[config.mk]
export PLATFORM = sky130hd
export DESIGN_NAME = qdec_cabac_reg_bank
export DESIGN_NICKNAME = d
export VERILOG_FILES = /design/src/rtl/qdec_cabac_reg_bank.sv
export SDC_FILE = /design/constraint.sdc
export NUM_CORES = 1
export LEC_CHECK = 0
export CAP_MARGIN = 20
export CORE_MARGIN = 1.5
export CORE_UTILIZATION = 60
export CTS_BUF_LIST = sky130_fd_sc_hd__clkbuf_8
export DETAILED_ROUTE_END_ITERATION = 8
export DONT_BUFFER_PORTS = 1
export PLACE_DENSITY_LB_ADDON = 0.12
export RECOVER_POWER = 100
export SLEW_MARGIN = 10
export SYNTH_ARGS = -nofsm -noshare
export SYNTH_HDL_FRONTEND = slang
export SYNTH_SLANG_ARGS = --single-unit
[constraint.sdc]
create_clock -name clk -period 17.3 [get_ports clk]
set_input_delay 2.595 -clock clk [delete_from_list [all_inputs] [get_ports clk]]
set_output_delay 2.595 -clock clk [all_outputs]
set_load 0.01 [all_outputs]
[src/rtl/qdec_cabac_reg_bank.sv]
// Register bank with a start/done handshake per channel, W1C interrupt status,
// and double-buffered config registers.
module qdec_cabac_reg_bank #(
    parameter int                          DATA_W   = 32,
    parameter int                          ADDR_W   = 8,
    parameter int                          NUM_CFG  = 8,
    parameter int                          NUM_CH   = 2,
    parameter logic [NUM_CFG*DATA_W-1:0]   CFG_MASK = '1,
    parameter int                          LOAD_CH  = 0,
    parameter logic [DATA_W-1:0]           BAD_DATA = 32'hDEADBEEF
) (
    input  logic                      clk,
    input  logic                      rst,
    input  logic                      wr_en,
    input  logic [ADDR_W-1:0]         wr_addr,
    input  logic [DATA_W-1:0]         wr_data,
    input  logic                      rd_en,
    input  logic [ADDR_W-1:0]         rd_addr,
    output logic [DATA_W-1:0]         rd_data,
    output logic                      rd_valid,
    output logic [NUM_CH-1:0]         start_o,
    input  logic [NUM_CH-1:0]         done_i,
    output logic [NUM_CH-1:0]         busy_o,
    output logic [NUM_CFG*DATA_W-1:0] cfg_o,
    output logic                      irq_o
);

    localparam logic [ADDR_W-1:0] A_CTRL   = ADDR_W'(8'h00);
    localparam logic [ADDR_W-1:0] A_STATUS = ADDR_W'(8'h04);
    localparam logic [ADDR_W-1:0] A_ISTAT  = ADDR_W'(8'h08);
    localparam logic [ADDR_W-1:0] A_IEN    = ADDR_W'(8'h0C);

    // Done bits live at [NUM_CH-1:0], start-while-busy errors at [16+NUM_CH-1:16].
    function automatic logic [DATA_W-1:0] irq_mask_f();
        logic [DATA_W-1:0] m;
        m = '0;
        for (int c = 0; c < NUM_CH; c++) begin
            m[c]      = 1'b1;
            m[16 + c] = 1'b1;
        end
        return m;
    endfunction

    localparam logic [DATA_W-1:0] IRQ_MASK = irq_mask_f();

    logic [NUM_CFG-1:0][DATA_W-1:0] shadow_q, shadow_d;
    logic [NUM_CFG-1:0][DATA_W-1:0] cfg_q, cfg_d;
    logic [DATA_W-1:0]              stat_q, stat_d;
    logic [DATA_W-1:0]              en_q, en_d;
    logic [NUM_CH-1:0]              busy_q, busy_d;
    logic [NUM_CH-1:0]              start_q, start_d;
    logic [DATA_W-1:0]              rd_data_q, rd_data_d;
    logic                           rd_valid_q, rd_valid_d;
    logic                           irq_q, irq_d;

    logic              ctrl_wr, stat_wr, en_wr;
    logic [NUM_CH-1:0] accept, err, done_set;
    logic [DATA_W-1:0] hw_set, rd_mux;

    always_comb begin
        ctrl_wr = wr_en && (wr_addr == A_CTRL);
        stat_wr = wr_en && (wr_addr == A_ISTAT);
        en_wr   = wr_en && (wr_addr == A_IEN);

        // A start is judged against the busy flag as it stands this cycle,
        // so a coincident done does not make the channel eligible yet.
        accept   = ctrl_wr ? (wr_data[NUM_CH-1:0] & ~busy_q) : '0;
        err      = ctrl_wr ? (wr_data[NUM_CH-1:0] &  busy_q) : '0;
        done_set = done_i & busy_q;

        busy_d  = accept | (busy_q & ~done_set);
        start_d = accept;

        hw_set               = '0;
        hw_set[NUM_CH-1:0]   = done_set;
        hw_set[16 +: NUM_CH] = err;
        stat_d = ((stat_q & ~(stat_wr ? wr_data : '0)) | hw_set) & IRQ_MASK;
        en_d   = en_wr ? (wr_data & IRQ_MASK) : en_q;
        irq_d  = |(stat_q & en_q);

        shadow_d = shadow_q;
        for (int i = 0; i < NUM_CFG; i++) begin
            if (wr_en && (wr_addr == ADDR_W'(16 + 4 * i)))
                shadow_d[i] = wr_data & CFG_MASK[i*DATA_W +: DATA_W];
        end
        // Commit uses the pre-write shadow; a same-cycle CFG write waits for the next load.
        cfg_d = accept[LOAD_CH] ? shadow_q : cfg_q;

        rd_mux = BAD_DATA;
        if (rd_addr == A_CTRL)   rd_mux = '0;
        if (rd_addr == A_STATUS) rd_mux = DATA_W'(busy_q);
        if (rd_addr == A_ISTAT)  rd_mux = stat_q;
        if (rd_addr == A_IEN)    rd_mux = en_q;
        for (int i = 0; i < NUM_CFG; i++) begin
            if (rd_addr == ADDR_W'(16 + 4 * i)) rd_mux = shadow_q[i];
        end
        rd_valid_d = rd_en;
        rd_data_d  = rd_en ? rd_mux : rd_data_q;
    end

    always_ff @(posedge clk or posedge rst) begin
        if (rst) begin
            shadow_q   <= '0;
            cfg_q      <= '0;
            stat_q     <= '0;
            en_q       <= '0;
            busy_q     <= '0;
            start_q    <= '0;
            rd_data_q  <= '0;
            rd_valid_q <= 1'b0;
            irq_q      <= 1'b0;
        end else begin
            shadow_q   <= shadow_d;
            cfg_q      <= cfg_d;
            stat_q     <= stat_d;
            en_q       <= en_d;
            busy_q     <= busy_d;
            start_q    <= start_d;
            rd_data_q  <= rd_data_d;
            rd_valid_q <= rd_valid_d;
            irq_q      <= irq_d;
        end
    end

    assign rd_data  = rd_data_q;
    assign rd_valid = rd_valid_q;
    assign start_o  = start_q;
    assign busy_o   = busy_q;
    assign cfg_o    = cfg_q;
    assign irq_o    = irq_q;

endmodule

; Yosys cells after proc, flatten, opt, wreduce, memory -nomap -nowiden
; Cells that the tools add are included.
[classes]
n_eq_ne = 21
muxes = 15
bitwise_logic = 11
reduce_logical = 14
[ops]
columns = op, n
row1 = 32-bit 2-to-1 mux, 12
row2 = "8-bit by 5-bit == test with 1-bit output, second input constant", 8
row3 = "8-bit by 6-bit == test with 1-bit output, second input constant", 8
row4 = 18-bit bitwise AND, 2
row5 = "8-bit by 4-bit == test with 1-bit output, second input constant", 4
row6 = 32-bit OR reduction, 1
row7 = 18-bit 2-to-1 mux, 1
row8 = 18-bit NOT, 1
row9 = 18-bit bitwise OR, 1
row10 = 8-bit logical NOT, 2
row11 = 1-bit logical AND, 11
row12 = 2-bit bitwise AND, 4
row13 = "8-bit by 3-bit == test with 1-bit output, second input constant", 1
row14 = 2-bit 2-to-1 mux, 2
row15 = 2-bit NOT, 2
row16 = 2-bit bitwise OR, 1
[word_totals]
regBits = 558
inputBits = 54
out_inout_bits = 294
wordCells = 84

; Depth between registers and ports, before layout
[logic_depth]
depth_word = 13
mapped_depth = 8
mapped_depth_nobuf = 5

; Worst setup path before layout
; No wires, ideal clock.
[synth_timing]
path_type = input port to flip-flop
start = in wr_addr[4]
end = reg cfg_q (netlist bit cfg_o[74])
setup_time_ns = 0.125
arrival_ns = 4.120
t_required_ns = 17.175
slack_ns = 13.055
stages = 7
n_path_buf = 2
cell_sequence = nor4b_1 -> and3b_1 -> nand2_1 -> nor2_4 -> buf_4 -> buf_6 -> mux2_2
[synth_between]
elab_chain_len = 3
[synth_rtl]
columns = item, line
row1 = from (decl), 15  ; input logic [ADDR_W-1:0] wr_addr,
row2 = 8-bit logical NOT, 61  ; ctrl_wr = wr_en && (wr_addr == A_CTRL);
row3 = 1-bit logical AND, 61
row4 = 2-bit 2-to-1 mux, 67  ; accept = ctrl_wr ? (wr_data[NUM_CH-1:0] & ~busy_q) : '0;
row5 = to (signal assigned), 114  ; cfg_q <= cfg_d;
row6 = to (decl), 47  ; logic [NUM_CFG-1:0][DATA_W-1:0] cfg_q, cfg_d;
; No other way between the ends.
; A chain may end at the register's enable or synchronous reset.

; Worst setup path in the final report
[layout_timing]
start = in wr_addr[1]
end = reg cfg_q (netlist bit cfg_o[86])
; Same word-level chain as after synthesis.

==> reports/qor.txt <==
Power Density = 104 nW/um^2
Slowest CP cell = clkbuf_1
Initial Utilization = 60.8%
Arrival @ worst endpoint = 9.77 ns
Largest net degree at the start of global routing = 173
Fin worst setup slack = 8.05 ns
Vias per inst = 6.45
Post-Syn Instances = 1682
Clock Sinks = 558
Post-synthesis net count = 1736
Setup-failing EPs final = 0
Postcts setup bufs = 0
Die area = 40400 sq um
Fin Clk Skew = 0.0311 ns
Fillers = 2802
Routed WL per cell = 29.6 um
Number of synthesized register bits = 558
VDD IR max = 0.0653 mV
Multi-input logic area = 8860 sq um
Mapped Area = 23500 sq um
GR Overflow Total = 0
Maximum fanout along the worst path = 68
Share of layout cells above drive strength 1 = 40.0%
Unrepaired setup endpoints after global routing = no
Via count = 14800
Vias in the first global route = 15100
MaxCap Viol Count = 19
Cts bufs inserted = 89
Crit start category = primary input
GPL Wtd Cong = 0.796
Worst setup path category = in -> reg
Total Neg Setup Slack = 0 ns
DP Worst Slack = 11.35 ns
Rel. slew slack = -176%
Placed cell area = 23800 sq um
Dpl hpwl = 41200 um
Seq/Total Area, Yosys = 59.4%
CP peak stage delay = 2.72 ns
CTS clock-pin slew for the worst setup and hold paths = 0.07 ns
Final Hold Vio Count = 0
Antenna-violating nets left = 0
Yosys cell types = 60
Pwr Total = 2.65 mW
Fin nets = 1750
Max clock buf depth = 3
PortBufs = 0
CP Capture Type = flip-flop
Failing checks = capacitance limit, slew limit
CTS H-tree depth = 3
Cts hold-fix bufs = 0
Io pins = 348
Die span in y = 201 um
Leak Pwr = 12.8 nW
Root buffer cell = clkbuf_8
Reg area = 14000 sq um
YS warnings = 0
First-pass GRT wire length = 101000 um
Non-Filler Instances = 2287
Synth Area per Inst = 14.0 sq um
Area of the core = 38600 sq um
Outcome = complete, but fails checks
Post-synth top flop = dfrtp_1
Post-CTS sizing = 0
Pin slew with the least headroom to its limit = 4.14 ns
Post-synthesis async set-or-reset flop share = 100%
Post-layout minimum cycle time = 9.25 ns
Final Max Slew Viols = 915
Min-Delay Path Class = reg -> reg
Critical Path RT = 17.81 ns
CTS tree = done
Fin crit share = 53.5%
Placed cells = 2121
# rows = 72
Area Growth Syn to Fin = 9.05%
EDFF count, synth = 0
Initial antenna violation count = 0
Worst-skew pair later-pin latency = 0.66 ns
Drt drc = 0
Fmax = 108 MHz
Top cell by count, worst path = clkbuf_1
Die Wd = 201 um
Post-Route WL = 67700 um
Initial DRC Count = 985
DRT Pass-1 Iters = 6
Overall routing resource usage = 33.8%
Crit-path cells = nor4_1 > and3b_1 > nand2_1 > nor2_4 > clkbuf_1 > clkbuf_1 > mux2_2
Final Cell Area = 25600 sq um
[cell families (layout without fill, tap and decap cells)]
kind of cell / count (synthesis) / count (layout) / share of synthesized area (%)
AOI/OAI and AO/OA: 257 / 257 / 7.04
DFF: 558 / 558 / 59.4
and+or+nand+nor: 180 / 180 / 3.75
buffers and inverters: 123 / 208 / 2.92
muxes: 564 / 564 / 26.9
other: 0 / 2 / 0
[state kept, by name, indices dropped and copies added, names as in the netlist]
register and flops:
busy_o 2, en_q 4, stat_q 4, rd_valid 1
irq_o 1, start_o 2, cfg_o 256, shadow_q 256
rd_data 32
[final timing paths]
kind	depth (start not counted)	startpoint	to	slack (ns)
setup / recovery	7	wr_addr[1]	cfg_o[86]	8.05
hold / removal	1	shadow_q[58]	cfg_o[58]	0.51
setup reg to reg	4	busy_o[0]	cfg_o[86]	10.45
hold reg to reg	1	shadow_q[58]	cfg_o[58]	0.51
max in group asynchronous	3	rst	shadow_q[3]	8.13
min in group asynchronous	1	rst	shadow_q[142]	1.91
[placed cells by master (no fill, tap or decap), drive strengths merged, types with 9 or more instances in the layout]
cell	instances
a221oi	14
o21ai	49
mux2i	29
nand2	53
clkbuf	138
o221ai	18
and3	9
inv	41
o22ai	21
a21oi	95
dfrtp	558
clkinv	10
mux2	535
a22o	12
buf	13
nor2	75
[through the flow]
stage / hold slack [ns] / utilization, %
after floorplan: 0.482 / -
after global placement: 0.500 / 61.6
after detailed placement: 0.510 / 61.6
after CTS: 0.495 / 66.5
after global routing: 0.534 / 66.3
final: 0.508 / 66.3
[cell usage after synthesis (all sizes together) (3+ instances only)]
| library cell | instances | share of area (%) |
|---|---|---|
| o221ai | 18 | 0.67 |
| nor2b | 6 | 0.16 |
| and2 | 3 | 0.080 |
| o2bb2ai | 6 | 0.22 |
| nand2b | 5 | 0.13 |
| a22o | 12 | 0.45 |
| a31o | 6 | 0.22 |
| a32o | 4 | 0.17 |
| mux2 | 535 | 26 |
| inv | 13 | 0.21 |
| nand2 | 53 | 0.85 |
| o31a | 3 | 0.11 |
| nor4b | 4 | 0.27 |
| o211ai | 4 | 0.13 |
| and3 | 9 | 0.24 |
| o22a | 4 | 0.15 |
| a21oi | 95 | 2.0 |
| o22ai | 21 | 0.56 |
| mux2i | 29 | 1.2 |
| nor2 | 75 | 1.3 |
| a221oi | 14 | 0.52 |
| nor3 | 5 | 0.11 |
| buf | 72 | 2.1 |
| clkbuf | 38 | 0.61 |
| nand3 | 6 | 0.13 |
| dfrtp | 558 | 59 |
| a22oi | 3 | 0.096 |
| o21ai | 49 | 1.0 |
[worst max-delay path, delay by kind of cell]
kind / cells / cell delay (ns)
buffers and inverters: 2 / 5.34
multiplexers: 1 / 0.50
AND/OR/NAND/NOR: 4 / 1.21
[power breakdown]
part	leakage, nW	switching [mW]	internal (mW)	total [mW]
sequential	7.66	0.0335	1.34	1.37
combinational	4.05	0.0607	0.0427	0.103
clock	1.08	0.522	0.653	1.17
total	12.8	0.616	2.04	2.65
[area by class of cell]
class | count | area share (%)
flip-flops and latches | 558 | 54.5
multi-input cells | 1001 | 34.6
clock inverters | 44 | 1.03
repair buffers | 33 | 0.830
diodes | 2 | 0.0195
clock buffers | 118 | 6.34
inverters | 13 | 0.195
well taps | 518 | 2.53
[metal layers]
layer | GRT usage [%] | wire length (um) | vias to the layer above
met5 | 0 | 0 | -
li1 | - | - | 6182
met1 | 43.1 | 26500 | 7739
met3 | 12.1 | 6960 | 145
met4 | 13.0 | 2150 | 0
met2 | 53.2 | 32200 | 692
Power figures use the tool's default switching activity.
